$ cat config.mk
export PLATFORM = sky130hd
export DESIGN_NAME = calc_input_sequencer
export DESIGN_NICKNAME = d
export VERILOG_FILES = /design/src/rtl/calc_input_sequencer.sv
export SDC_FILE = /design/constraint.sdc
export NUM_CORES = 1
export LEC_CHECK = 0
export CORE_UTILIZATION = 51
export DETAILED_ROUTE_END_ITERATION = 12
export PLACE_DENSITY_LB_ADDON = 0.2
export RECOVER_POWER = 50
export SLEW_MARGIN = 5
export SYNTH_ARGS = -nofsm -noshare
export SYNTH_HDL_FRONTEND = slang
export SYNTH_SLANG_ARGS = --single-unit
$ cat constraint.sdc
create_clock -name clk -period 4.6 [get_ports clk]
set_input_delay 0.92 -clock clk [delete_from_list [all_inputs] [get_ports clk]]
set_output_delay 0.92 -clock clk [all_outputs]
set_load 0.01 [all_outputs]
$ cat src/rtl/calc_input_sequencer.sv
// calc_input_sequencer: debounced key-driven entry of operand A, operator, operand B
// for the 3-bit calculator. Define SEQ_TIMEOUT_EN to enable the idle auto-clear.
`timescale 1ns/1ps

module calc_input_sequencer #(
   parameter int DEBOUNCE_CYCLES = 250000,
   parameter int TIMEOUT_CYCLES  = 500000000
) (
   input  logic       clk,
   input  logic       rst_n,
   input  logic [2:0] sw_num,
   input  logic [3:0] sw_op,
   input  logic       key_enter_n,
   input  logic       key_clear_n,
   output logic [2:0] num1,
   output logic [2:0] num2,
   output logic       add,
   output logic       sub,
   output logic       multi,
   output logic       div,
   output logic [3:0] state_led,
   output logic       op_err
);

   localparam int DB_W = (DEBOUNCE_CYCLES > 1) ? $clog2(DEBOUNCE_CYCLES) : 1;
   localparam logic [DB_W-1:0] DB_LAST = DB_W'(DEBOUNCE_CYCLES - 1);

   // State encoding doubles as the one-hot LED pattern.
   typedef enum logic [3:0] {
      GET_A  = 4'b0001,
      GET_OP = 4'b0010,
      GET_B  = 4'b0100,
      SHOW   = 4'b1000
   } state_t;

   state_t          state, state_n;
   logic [2:0]      num_meta, num_sync;
   logic [3:0]      op_meta, op_sync;
   logic [1:0]      key_meta, key_sync;
   logic [1:0]      key_level;
   logic [1:0]      press_evt;
   logic [DB_W-1:0] db_cnt [2];
   logic            enter_evt, clear_evt, timeout_hit, op_onehot;
   logic [2:0]      num1_n, num2_n;
   logic [3:0]      op_sel, op_sel_n, op_out, op_out_n;
   logic            op_err_n;

   // Keys idle high, so their synchronizers come out of reset as "released".
   always_ff @(posedge clk or negedge rst_n) begin
      if (!rst_n) begin
         num_meta <= '0;
         num_sync <= '0;
         op_meta  <= '0;
         op_sync  <= '0;
         key_meta <= 2'b11;
         key_sync <= 2'b11;
      end else begin
         num_meta <= sw_num;
         num_sync <= num_meta;
         op_meta  <= sw_op;
         op_sync  <= op_meta;
         key_meta <= {key_clear_n, key_enter_n};
         key_sync <= key_meta;
      end
   end

   // Index 0 is enter, index 1 is clear; only the debounced falling edge is an event.
   always_ff @(posedge clk or negedge rst_n) begin
      if (!rst_n) begin
         key_level <= 2'b11;
         press_evt <= 2'b00;
         for (int i = 0; i < 2; i++) begin
            db_cnt[i] <= '0;
         end
      end else begin
         for (int i = 0; i < 2; i++) begin
            press_evt[i] <= 1'b0;
            if (key_sync[i] == key_level[i]) begin
               db_cnt[i] <= '0;
            end else if (db_cnt[i] == DB_LAST) begin
               db_cnt[i]    <= '0;
               key_level[i] <= key_sync[i];
               press_evt[i] <= ~key_sync[i];
            end else begin
               db_cnt[i] <= db_cnt[i] + DB_W'(1);
            end
         end
      end
   end

   assign enter_evt = press_evt[0];
   assign clear_evt = press_evt[1];
   assign op_onehot = (op_sync != 4'd0) && ((op_sync & (op_sync - 4'd1)) == 4'd0);

`ifdef SEQ_TIMEOUT_EN
   localparam logic [31:0] IDLE_LAST = 32'(TIMEOUT_CYCLES - 1);

   logic [31:0] idle_cnt;

   // Any key activity restarts the idle window; GET_A never times out.
   always_ff @(posedge clk or negedge rst_n) begin
      if (!rst_n) begin
         idle_cnt <= '0;
      end else if (state == GET_A || enter_evt || clear_evt || timeout_hit) begin
         idle_cnt <= '0;
      end else begin
         idle_cnt <= idle_cnt + 32'd1;
      end
   end

   assign timeout_hit = (state != GET_A) && (idle_cnt == IDLE_LAST);
`else
   assign timeout_hit = 1'b0;
`endif

   // Clear (or timeout) outranks enter when both arrive on the same cycle.
   always_comb begin
      state_n  = state;
      num1_n   = num1;
      num2_n   = num2;
      op_sel_n = op_sel;
      op_out_n = op_out;
      op_err_n = 1'b0;
      if (clear_evt || timeout_hit) begin
         state_n  = GET_A;
         num1_n   = '0;
         num2_n   = '0;
         op_sel_n = '0;
         op_out_n = '0;
      end else if (enter_evt) begin
         case (state)
            GET_A: begin
               num1_n  = num_sync;
               state_n = GET_OP;
            end
            GET_OP: begin
               if (op_onehot) begin
                  op_sel_n = op_sync;
                  state_n  = GET_B;
               end else begin
                  op_err_n = 1'b1;
               end
            end
            GET_B: begin
               num2_n   = num_sync;
               op_out_n = op_sel;
               state_n  = SHOW;
            end
            SHOW: begin
               num1_n   = '0;
               num2_n   = '0;
               op_sel_n = '0;
               op_out_n = '0;
               state_n  = GET_A;
            end
            default: begin
               state_n = GET_A;
            end
         endcase
      end
   end

   always_ff @(posedge clk or negedge rst_n) begin
      if (!rst_n) begin
         state  <= GET_A;
         num1   <= '0;
         num2   <= '0;
         op_sel <= '0;
         op_out <= '0;
         op_err <= 1'b0;
      end else begin
         state  <= state_n;
         num1   <= num1_n;
         num2   <= num2_n;
         op_sel <= op_sel_n;
         op_out <= op_out_n;
         op_err <= op_err_n;
      end
   end

   assign {add, sub, multi, div} = op_out;
   assign state_led              = state;

endmodule

Yosys cells after proc, flatten, opt, wreduce, memory -nomap -nowiden
Cells that the tools add are included.
{ "totals": {"elab_cells": 76, "out_inout_bits": 15, "inputBits": 11, "reg_bits": 77} }
{ "op_classes": {"add_sub_neg": 3, "mux": 29, "reduce_logical": 13, "n_eq_ne": 9, "n_bitwise": 5} }
{ "ops": {"columns": ["operator", "n"], "rows": [
  ["$mux W18", 4],
  ["$add A18 B1 Y18 const B", 2],
  ["$eq A18 B18 Y1 const B", 2],
  ["$mux W4", 8],
  ["$pmux W4 S2", 2],
  ["$mux W3", 4],
  ["$pmux W3 S2", 2],
  ["$pmux W4 S3", 1],
  ["$reduce_and A2 Y1", 5],
  ["$reduce_bool A3 Y1", 3],
  ["$mux W1", 8],
  ["$and A4 B4 Y4", 1],
  ["$eq A4 B1 Y1 const B", 1],
  ["$eq A4 B2 Y1 const B", 1],
  ["$eq A4 B3 Y1 const B", 1],
  ["$eq A4 B4 Y1 const B", 1],
  ["$logic_not A4 Y1", 1],
  ["$not A1 Y1", 4],
  ["$reduce_bool A4 Y1", 1],
  ["$sub A4 B1 Y4 const B", 1],
  ["$ne A3 B3 Y1 const B", 1],
  ["$reduce_and A3 Y1", 1],
  ["$eq A1 B1 Y1", 2],
  ["$reduce_bool A2 Y1", 1],
  ["$logic_and A1 B1 Y1", 1]
]} }

Logic depth before layout (Yosys ltp)
Gate-level depths: netlist (run 1).
{ "depth": {"ltp_word": 8, "ltp_mapped": 7, "ltp_nobuf": 5} }

Worst setup path before layout (run 1)
No wires, ideal clock.
{ "synth_timing": {"path_kind": "reg2reg", "start": "reg state[2] (netlist: state_led[2])", "end": "reg op_sel[0]", "arrival_time_ps": 1865, "path_stages_with_launch": 6, "required_time_ps": 4478, "path_slack_ps": 2613, "setup_time_ps": 122, "path_buffers": 1, "path_cell_list": "dfrtp_1 > buf_4 > or4b_4 > or3_4 > o2111a_2 > o2bb2ai_1"} }
{ "synth_between": {"elab_chain_cells": 4, "elab_cells_between_ends": 8} }
{ "synth_lines": {"columns": ["element", "line_no", "text"], "rows": [
  ["start: declaration", "36", "state_t state, state_n;"],
  ["start signal: assignment", "172", "state <= state_n;"],
  ["$eq A4 B4 Y1 or $eq A4 B2 Y1 (tied branches)", "131", "case (state)"],
  ["$pmux W4 S2", "131", null],
  ["$mux W4", "130", "end else if (enter_evt) begin"],
  ["$mux W4", "124", "if (clear_evt || timeout_hit) begin"],
  ["end signal: assignment", "175", "op_sel <= op_sel_n;"],
  ["end: declaration", "45", "logic [3:0] op_sel, op_sel_n, op_out, op_out_n;"]
]} }
Parallel ways exist; a longest one is shown, timed or not. The select of a mux whose other input is x is not followed.
A chain may end at the register's enable or synchronous reset.

Final worst setup path (run 1)
{ "layout_timing": {"start": "reg state[0] (netlist: state_led[0])", "end": "out state_led[0]"} }
{ "layout_lines": {"columns": ["element", "line_no", "text"], "rows": [
  ["end: declaration", "21", "output logic [3:0] state_led,"]
]} }
No word-level cell between the ends.

==> results of run 1 <==
synth_stat cells, drive strengths merged:
master    n
or2       2
or3       5
nand3    12
o41ai     1
o211a     1
o31a      1
buf       7
xor2     15
dfrtp    70
nor3b     3
ha        2
o2111a    1
nor2     34
a31oi     2
nor4b     6
a2bb2oi   1
a21oi     9
o22ai     2
nand2    22
nor3      6
o21a      1
nor2b     1
nand2b    1
clkbuf    5
nor4      4
o21ai    10
or4       9
and3      5
inv      12
nor4bb    1
mux2      8
mux2i     1
xnor2    15
and2      4
or4b      1
o31ai     5
o2bb2ai   4
dfstp     7
a221oi    1
nand4     8
nand3b    1
and4      2
flip-flops by register name, summed over array words and instances (netlist names):
name	flops
op_sel	4
num1	3
db_cnt	36
state_led	4
op_sync	4
press_evt	2
key_sync	2
num_meta	3
num_sync	3
op_out	4
key_meta	2
op_err	1
op_meta	4
num2	3
key_level	2
metal layers:
metal | share of wire, % | vias to the layer above | routed length, µm
met5 | 0 | - | 0
met4 | 1.6 | 0 | 90
met3 | 3.1 | 7 | 175
met2 | 49 | 39 | 2770
met1 | 46 | 1107 | 2570
li1 | - | 1133 | -
cell type report:
class | instances | area, µm² | share of cell area, %
flip-flops and latches | 77 | 1940 | 49.6
multi-input cells | 207 | 1340 | 34.4
repair buffers | 27 | 260 | 6.67
clock buffers | 11 | 141 | 3.62
well taps | 77 | 96.3 | 2.47
clock inverters | 5 | 83.8 | 2.15
inverters | 12 | 45.0 | 1.15
worst reg2reg max path: stages, from the launching register on:
cell,delay [ns]
dfrtp_1,0.45
nor4b_1,0.31
nand2_1,0.12
o41ai_2,0.76
buf_4,0.29
a21oi_1,0.05
per-stage QoR:
stage          instance area (µm²)  hold WS, ns  utilization (%)  total power [mW]
2_1_floorplan                 3390        0.331                -             0.725
3_3_place_gp                  3680        0.333             57.6             0.752
3_5_place_dp                  3680        0.337             57.6             0.753
4_1_cts                       3910        0.355             61.2              1.32
5_1_grt                       3900        0.361             61.1              1.35
6_report                      3900        0.352             61.1              1.30
power groups by stage:
stage | registers [mW] | logic (mW) | clock network [mW]
6_report | 0.699 | 0.0377 | 0.559
5_1_grt | 0.700 | 0.0440 | 0.610
4_1_cts | 0.699 | 0.0408 | 0.577
3_5_place_dp | 0.712 | 0.0408 | 0
3_3_place_gp | 0.711 | 0.0402 | 0
2_1_floorplan | 0.710 | 0.0153 | 0
cell families after synthesis:
group           share of synthesized area, %
flops                                   57.1
fa+ha+maj                              0.739
buf+inv                                 3.25
xor+xnor                                7.76
simple gates                            20.3
mux                                     2.96
compound gates                          7.83
how the worst max path moves through the flow:
stage                                        start                    end  slack (ns)
final                     state_led[0]$_DFFE_PN1P_           state_led[0]        2.06
after global placement    state_led[0]$_DFFE_PN1P_           state_led[0]        2.53
after floorplan           state_led[2]$_DFFE_PN0P_  op_sel[0]$_DFFE_PN0P_        2.61
after detailed placement      db_cnt[23]$_DFF_PN0_   db_cnt[35]$_DFF_PN0_        2.49
after global routing      state_led[0]$_DFFE_PN1P_           state_led[0]        1.96
after CTS                 state_led[0]$_DFFE_PN1P_           state_led[0]        2.13
==> impl_results.md, run 1 <==
- H-Tree Depth: 3
- CTS tree: built
- GR Layer Usage met2: 27.5%
- Clock sink count: between 70 and 80
- PwrDens: 332 mW/mm²
- Internal power: 1.02 mW
- Core area: 0.00639 mm²
- DP HPWL: 3870 µm
- M1 GR Usage: between 20% and 30%
- Root buf cell: clkbuf_8
- Layout cells sized above 1: a little under an eighth
- Initial antenna violation count: 0
- Die Wd: 83.5 µm
- Largest fanout on the critical path: 10
- Switch share: 20.9%
- Final Hold Viols: 0
- Worst Tran Pin Value: 1.82 ns
- Setup ws final: 2.06 ns
- Initial core utilization: 53.0%
- CP max stage delay: 0.68 ns
- Depth of the most critical reg-to-reg path: 5
- Max_cap viols: 1
- Worst setup path category: flip-flop to output port
- Status: finished with violations
- Hold Crit Depth: 0
- Lkg Pwr: 1.60 nW
- FILL cells: between 500 and 600
- CP Data Required Time: 3.68 ns
- Placed cells: 400
- Crit end category: output port
- Post-cts sizing count: 0
- Switching pwr: 0.270 mW
- Synth top area share: 51.7%
- Number of max-slew violations in the final report: 78
- WL final: 5600 µm
- Yosys warns: 0
- Synthesized area: between 0.003 and 0.004 mm²
- Cell Rows: 29
- Final ANT Viol Nets: 0
- Clock Latency Late Sink: 0.34 ns
- FF-to-FF setup slack: 2.49 ns
- WHS Endpoint: op_sync[1]$_DFF_PN0_
- Clock power frac: ~43%
- Layout Nets: 347
- Top post-synthesis cells by area: dfrtp_1 (52%), dfstp_2 (5.4%), xnor2_1 (3.9%)
- Detailed-router iteration count before antenna repair: 4
- Remaining DRCs: 0
- Yosys reg bits: between 70 and 80
- Layout Cells excl Fill: 416
- Final Cycle Share: 55.2%
- Worst vdd ir: 0.000240 V
- First-pass GRT wire length: 9940 µm
- N_diodes: 0
- Clk_skew: roughly 0.0067 ns
- Maximum clock rate: 394 MHz
- Final setup TNS: 0 ns
- Clock transition at path regs: 0.08 ns
- CP Depth: 1
- Commonest non-fill, non-tap cells in the layout: dfrtp_1 (70), nor2_1 (34), nand2_1 (22)
- First DRT Iteration DRCs: 119
- Die area: roughly 0.007 mm²
- Slew margin rel.: -21.6%
- Arrival time at the worst endpoint: 1.62 ns
- Comb pwr share: 2.9%
- Syn Area/Cell: about 11 µm²
- Clock Path Buffers: 2
- GRT Max-Usage Layer: met2
- Setup bufs post-CTS: 0
- CP delay by family, top: flip-flops
- Layout area overhead: 15.3%
- DR vias/cell: 5.50
- Crit start category: flip-flop
- Largest net degree at the start of global routing: 78
- Hold Path Class: flip-flop to flip-flop
- Vias in the first global route: 2,114
- Hold path start: op_meta[1]$_DFF_PN0_
- RSZ-0062 raised after global routing: no
- RR Endpoint: db_cnt[35]$_DFF_PN0_
- Sequential power share: a little over half
- Placer congestion estimate: 0.805
- Cells after Synth: 308
- Global-route usage over all layers: 18.1%
- Post-place setup slack: roughly 2.5 ns
- Top cell type by total area after synthesis: dfrtp_1
- Final Setup Violations: 0
- Wire per inst: 13.5 µm
- Vert. Die Dim: around 83 µm
- Total global routing overflow: 0
- Num ports: 26
- Tmin final: 2.54 ns
- Hold-fix buffers, CTS: 0
- Syn nets: between 300 and 400
- Crit-path cells: clkdlybuf4s50_1
- Crit path buf inv count: 1
- Failing checks: max-capacitance violations, max-slew violations
- Cell variety after synth: 47
- Sequential area share after synthesis: a little under three fifths
- Global routing usage on met3: under 10%
- Worst R2R Start: db_cnt[23]$_DFF_PN0_
- Port bufs: 25
- Commonest non-fill, non-tap cell in the layout: dfrtp_1
- Vias: 2,286
- Crit-path slowest cell: dfstp_1
- CTS Buf Count: 9
Note: power is estimated with default switching activity, not from simulation.
==> run 2, diff against run 1 <==
- clock period: 4.6 -> 2.5 ns (I/O delays scaled with it)
==> run 2 against run 1 <==
  * Sequential power rose by 85%
  * The run still ends with max-capacitance violations, max-slew violations left
  * Die area did not move
  * Critical path depth did not move
  * Clock power rose by 95%
  * Register-to-register slack got worse by 2.0 ns
  * Count of clock-buffer cells in the layout did not move
  * Sequential share of layout area fell by 0.50 points
==> impl_results.md, run 2 (same netlist as run 1, synthesis figures left out) <==
- DP HPWL: 4020 µm (+3.9%)
- Comb pwr share: 3.0% (about the same)
- Worst hold margin: 0.351 ns (-0.00117 ns)
- Switching pwr: 0.491 mW (+82%)
- Final Hold Viols: 0 (unchanged)
- Number of max-slew violations in the final report: 33 (-58%)
- Sequential power share: 52.5% (-1.4 points)
- Final ANT Viol Nets: 0 (unchanged)
- CP Data Required Time: 2.00 ns (-1.68 ns)
- Clock transition at path regs: 0.07 ns (about the same)
- Vias in the first global route: 2,224 (+5.2%)
- Num ports: 26 (unchanged)
- Die Wd: 83.5 µm (unchanged)
- Crit start category: flip-flop
- Slew margin rel.: -16.3% (+5.3 points)
- Hold-fix buffers, CTS: 0 (unchanged)
- Worst setup path category: flip-flop to output port
- Clock Path Buffers: 2 (unchanged)
- CP max stage delay: 0.63 ns (-0.05 ns)
- Final setup TNS: 0 ns (unchanged)
- Hold Path Class: flip-flop to flip-flop
- Vias: 2,264 (-0.96%)
- Layout Nets: 350 (+0.86%)
- Clock power frac: 44.5% (+1.4 points)
- Clock Latency Late Sink: 0.34 ns (about the same)
- Layout area overhead: 16.4%
- Crit end category: output port
- Max_cap viols: 1 (unchanged)
- Vert. Die Dim: 83.5 µm (unchanged)
- Final Setup Violations: 0 (unchanged)
- Maximum clock rate: 491 MHz
- Internal power: 1.96 mW (+91%)
- DR vias/cell: 5.40 (-1.7%)
- Failing checks: max-capacitance violations, max-slew violations
- WL final: 5830 µm (+4.1%)
- Total global routing overflow: 0 (unchanged)
- Most flops, register: db_cnt
- Commonest non-fill, non-tap cells in the layout: dfrtp_1 (70), nor2_1 (34), nand2_1 (22)
- Cell Rows: 29 (unchanged)
- N_diodes: 0 (unchanged)
- Crit-path cells: clkdlybuf4s50_1
- Root buf cell: clkbuf_8
- Clock sink count: 77 (unchanged)
- Initial antenna violation count: 0 (unchanged)
- Wire per inst: 13.9 µm (+3.3%)
- RSZ-0062 raised after global routing: no
- Status: finished with violations
- Worst vdd ir: 0.000321 V (+34%)
- Switch share: 20.0% (-0.85 points)
- First-pass GRT wire length: 10,300 µm (+3.4%)
- Initial core utilization: 53.0% (unchanged)
- CTS tree: built
- Clk_skew: 0.00542 ns (-0.00128 ns)
- FILL cells: 518 (+0.19%)
- Setup bufs post-CTS: 0 (unchanged)
- Global-route usage over all layers: 18.9% (+0.79 points)
- Port bufs: 25 (unchanged)
- Crit path buf inv count: 1 (unchanged)
- Layout cells sized above 1: 12.0% (+0.48 points)
- Final Cycle Share: ~81%
- Remaining DRCs: 0 (unchanged)
- Die area: 0.00697 mm² (unchanged)
- Arrival time at the worst endpoint: 1.54 ns (-0.08 ns)
- Commonest non-fill, non-tap cell in the layout: dfrtp_1
- Core area: 0.00639 mm² (unchanged)
- Lkg Pwr: 1.63 nW (+1.7%)
- First DRT Iteration DRCs: 114 (-4.2%)
- CTS Buf Count: 9 (unchanged)
- Tmin final: ~2.0 ns
- Worst Tran Pin Value: 1.74 ns (-0.0802 ns)
- PwrDens: 621 mW/mm² (+87%)
- Detailed-router iteration count before antenna repair: 4 (unchanged)
- Largest net degree at the start of global routing: 46 (-41%)
- Largest register FFs: 36 (unchanged)
- Largest fanout on the critical path: 10 (unchanged)
- CP delay by family, top: flip-flops
- Crit-path slowest cell: dfstp_2
- H-Tree Depth: 3 (unchanged)
- Post-cts sizing count: 0 (unchanged)
- Placer congestion estimate: 0.745 (-7.4%)
==> run 2: cell types whose count changed in the layout (fill, tap and decap cells not counted), moves of 2 or more <==
cell | previous run | this run
clkbuf_1 | 1 | 3
clkinv_2 | 0 | 2
clkinvlp_4 | 2 | 0
buf_4 | 2 | 4
==> run 2: path summary, 6_finish.rpt <==
| check | from | end | slack [ns] | cells after the start |
|---|---|---|---|---|
| hold reg to reg | num_meta[0]$_DFF_PN0_ | num_sync[0]$_DFF_PN0_ | 0.35 | 0 |
| hold / removal | num_meta[0]$_DFF_PN0_ | num_sync[0]$_DFF_PN0_ | 0.35 | 0 |
| setup / recovery | state_led[0]$_DFFE_PN1P_ | state_led[0] | 0.46 | 1 |
| min in group asynchronous | rst_n | op_out[0]$_DFFE_PN0P_ | 0.61 | 1 |
| max in group asynchronous | rst_n | key_sync[0]$_DFF_PN1_ | 0.86 | 2 |
| setup reg to reg | state_led[2]$_DFFE_PN0P_ | op_sel[0]$_DFFE_PN0P_ | 0.50 | 4 |
==> run 2: layout make-up <==
| cell class | count | area, µm² | share of cell area (%) |
|---|---|---|---|
| Sequential cell | 77 | 1940 | 49.1 |
| Timing Repair Buffer | 30 | 294 | 7.46 |
| Clock buffer | 11 | 131 | 3.33 |
| Tap cell | 77 | 96.3 | 2.44 |
| Clock inverter | 5 | 100 | 2.54 |
| Inverter | 12 | 45.0 | 1.14 |
| Multi-Input combinational cell | 207 | 1340 | 34.0 |
==> run 2: metrics by stage <==
stage / cell area, µm² / utilization (%) / instances / total power, mW / worst slack (ns)
floorplan: 3390 / - / 308 / 1.33 / 0.513
global placement: 3720 / 58.2 / 403 / 1.39 / 0.565
detailed placement: 3720 / 58.2 / 403 / 1.39 / 0.519
CTS: 3950 / 61.8 / 419 / 2.48 / 0.449
global route: 3940 / 61.8 / 419 / 2.55 / 0.410
finish: 3940 / 61.8 / 419 / 2.45 / 0.463
==> run 2: per-layer routing <==
metal	up-vias	global-route usage [%]	wire (µm)
met4	0	8.47	114
met2	44	29.1	2750
met3	10	5.14	218
li1	1136	-	-
met5	-	0	0
met1	1074	25.2	2750
==> run 2: power by group through the flow <==
stage | sequential [mW] | combinational, mW | clock, mW
6_report | 1.29 | 0.0744 | 1.09
5_1_grt | 1.29 | 0.0875 | 1.17
4_1_cts | 1.29 | 0.0810 | 1.11
3_5_place_dp | 1.31 | 0.0810 | 0
3_3_place_gp | 1.31 | 0.0794 | 0
2_1_floorplan | 1.31 | 0.0281 | 0
==> run 3, diff against run 2 <==
- clock period: 2.5 -> 1.7 ns (I/O delays scaled with it)
==> run 3 against run 2 <==
  * Highest routed layer unchanged
  * Critical path depth rose by 3
  * Die area did not move
  * First-iteration DRC count fell by 20%
  * The run ends with negative setup slack left
  * Cell area rose by 11%
==> impl_results.md, run 3 (same netlist as run 1, synthesis figures left out) <==
- Status: finished with violations
- Failing checks: negative setup slack
- Global-route usage over all layers: 20.0% (+1.1 points)
- WHS Endpoint: num_sync[1]$_DFF_PN0_
- Crit start category: flip-flop
- Remaining DRCs: 0 (unchanged)
- Placer congestion estimate: 0.836 (+12%)
- Hold Path Class: flip-flop to flip-flop
- Root buf cell: clkbuf_8
- Port bufs: 25 (unchanged)
- Tmin final: 1.79 ns
- Worst setup path startpoint: state_led[0]$_DFFE_PN1P_
- Layout cells sized above 1: 28.4% (+16 points)
- Die Wd: 83.5 µm (unchanged)
- Maximum clock rate: 558 MHz
- CP Data Required Time: 1.93 ns (-0.07 ns)
- Final Setup Violations: 5 (+5)
- First-pass GRT wire length: 11,000 µm (+7.5%)
- Wire per inst: 13.8 µm (-1.2%)
- Area of the multi-input gates: 0.00147 mm² (+9.3%)
- Max_cap viols: 0 (-1)
- First DRT Iteration DRCs: 91 (-20%)
- Setup ws final: -0.0926 ns (-0.556 ns)
- Vias in the first global route: 2,460 (+11%)
- H-Tree Depth: 3 (unchanged)
- Clk_skew: 0.00611 ns (+0.000688 ns)
- Final Hold Viols: 0 (unchanged)
- Vias: 2,456 (+8.5%)
- Hold Crit Depth: 0 (unchanged)
- Largest register FFs: 36 (unchanged)
- DR vias/cell: 5.28 (-2.3%)
- RSZ-0062 raised after global routing: yes
- Lkg Pwr: 1.90 nW (+16%)
- Die area: 0.00697 mm² (unchanged)
- Worst R2R Start: state_led[0]$_DFFE_PN1P_
- Layout Nets: 396 (+13%)
- Clock Path Buffers: 2 (unchanged)
- Commonest non-fill, non-tap cells in the layout: dfrtp_1 (70), buf_4 (44), nor2_1 (33)
- WL final: 6400 µm (+9.7%)
- N_diodes: 0 (unchanged)
- Num ports: 26 (unchanged)
- Detailed-router iteration count before antenna repair: 4 (unchanged)
- Initial core utilization: 53.0% (unchanged)
- Crit-path slowest cell: or4b_4
- Arrival time at the worst endpoint: 2.02 ns (+0.48 ns)
- Worst vdd ir: 0.000452 V (+41%)
- Hold path start: num_meta[1]$_DFF_PN0_
- Crit end category: flip-flop
- FF-to-FF setup slack: -0.09 ns (-0.59 ns)
- Clock Latency Late Sink: 0.34 ns (about the same)
- RR Endpoint: op_sel[3]$_DFFE_PN0P_
- Worst Tran Pin Value: 0.497 ns (-1.25 ns)
- Worst hold margin: 0.356 ns (+0.00513 ns)
- Commonest non-fill, non-tap cell in the layout: dfrtp_1
- DP HPWL: 4470 µm (+11%)
- Largest fanout on the critical path: 4 (-6)
- PwrDens: 770 mW/mm² (+24%)
- Final Cycle Share: 105%
- Seq. cell area: 0.00194 mm² (unchanged)
- Number of max-slew violations in the final report: 0 (-100%)
- Clock sink count: 77 (unchanged)
- Crit-path cells: or4b_4 -> or3_4 -> o2111a_2 -> o2bb2ai_1
- Most flops, register: db_cnt
- Initial antenna violation count: 0 (unchanged)
- CP max stage delay: 0.53 ns (-0.10 ns)
- Vert. Die Dim: 83.5 µm (unchanged)
- Core area: 0.00639 mm² (unchanged)
- Worst setup path category: flip-flop to flip-flop
- Largest net degree at the start of global routing: 40 (-13%)
- Slew margin rel.: 66.4% (+83 points)
- Depth of the most critical reg-to-reg path: 4 (unchanged)
- Layout area overhead: 29.8%
- Total global routing overflow: 0 (unchanged)
- FILL cells: 496 (-4.2%)
- CTS Buf Count: 9 (unchanged)
- Cell Rows: 29 (unchanged)
- Final core utilization: 68.8% (+7.1 points)
- Clock transition at path regs: 0.08 ns (about the same)
- Final ANT Viol Nets: 0 (unchanged)
- CTS tree: built
## run 3: cell count changes in the layout (fill, tap and decap cells not counted), moves of 3 or more
cell	change
a21oi_1	-4
nor4b_2	+3
nor4b_1	-3
clkinvlp_4	+3
clkdlybuf4s50_1	-4
dlygate4sd2_1	+4
a21oi_2	+4
or4_1	-5
or4_4	+5
buf_6	+4
buf_4	+40
clkbuf_1	-3
## run 3: stage by stage
step	TNS, ns	area [µm²]	setup slack (ns)	instances	power, mW
after floorplan	-0.943	3430	-0.214	308	1.97
after global placement	-0.278	4020	-0.0474	437	2.05
after detailed placement	-0.592	4020	-0.0851	437	2.05
after CTS	-0.394	4240	-0.0960	454	3.41
after global routing	-0.766	4400	-0.145	465	3.52
final	-0.357	4400	-0.0926	465	3.38
## run 3: cell type report
| cell class | instances | area share [%] |
|---|---|---|
| Clock buffer | 9 | 2.82 |
| Clock inverter | 7 | 1.71 |
| Inverter | 12 | 1.02 |
| Multi-Input combinational cell | 207 | 33.4 |
| Sequential cell | 77 | 44.0 |
| Tap cell | 77 | 2.19 |
| Timing Repair Buffer | 76 | 14.9 |
## run 3: report_power, final
part           switching [mW]  internal (mW)  total (mW)
clock network           0.672          0.682        1.35
registers              0.0246           1.87        1.89
logic                  0.0753         0.0616       0.137
## run 3: timing repair
action,4_1_cts,5_1_grt
setup endpoints to repair,20,25
hold buffers,1,0
hold endpoints to repair,18,0
buffers inserted,0,11
resized for setup,7,22
pin swaps,5,18
## run 3: worst max path at each step
| stage | end | slack (ns) | depth (start not counted) |
|---|---|---|---|
| detailed placement | op_sel[1]$_DFFE_PN0P_ | -0.09 | 4 |
| global route | op_sel[1]$_DFFE_PN0P_ | -0.14 | 4 |
| CTS | op_sel[1]$_DFFE_PN0P_ | -0.1 | 4 |
| floorplan | op_sel[0]$_DFFE_PN0P_ | -0.21 | 5 |
| finish | op_sel[3]$_DFFE_PN0P_ | -0.09 | 4 |
| global placement | op_sel[1]$_DFFE_PN0P_ | -0.05 | 4 |
## run 3: layer usage
layer | vias up | wire length, µm | GRT usage [%]
met5 | - | 0 | 0
met4 | 0 | 105 | 8.63
met3 | 9 | 159 | 3.36
met1 | 1174 | 2960 | 25.7
li1 | 1237 | - | -
met2 | 36 | 3170 | 33.5
## run 3: critical path, delay by kind of cell (launching register included)
kind            cells  cell delay (ns)
simple gates        2             0.89
compound gates      2             0.42
flops               1             0.38
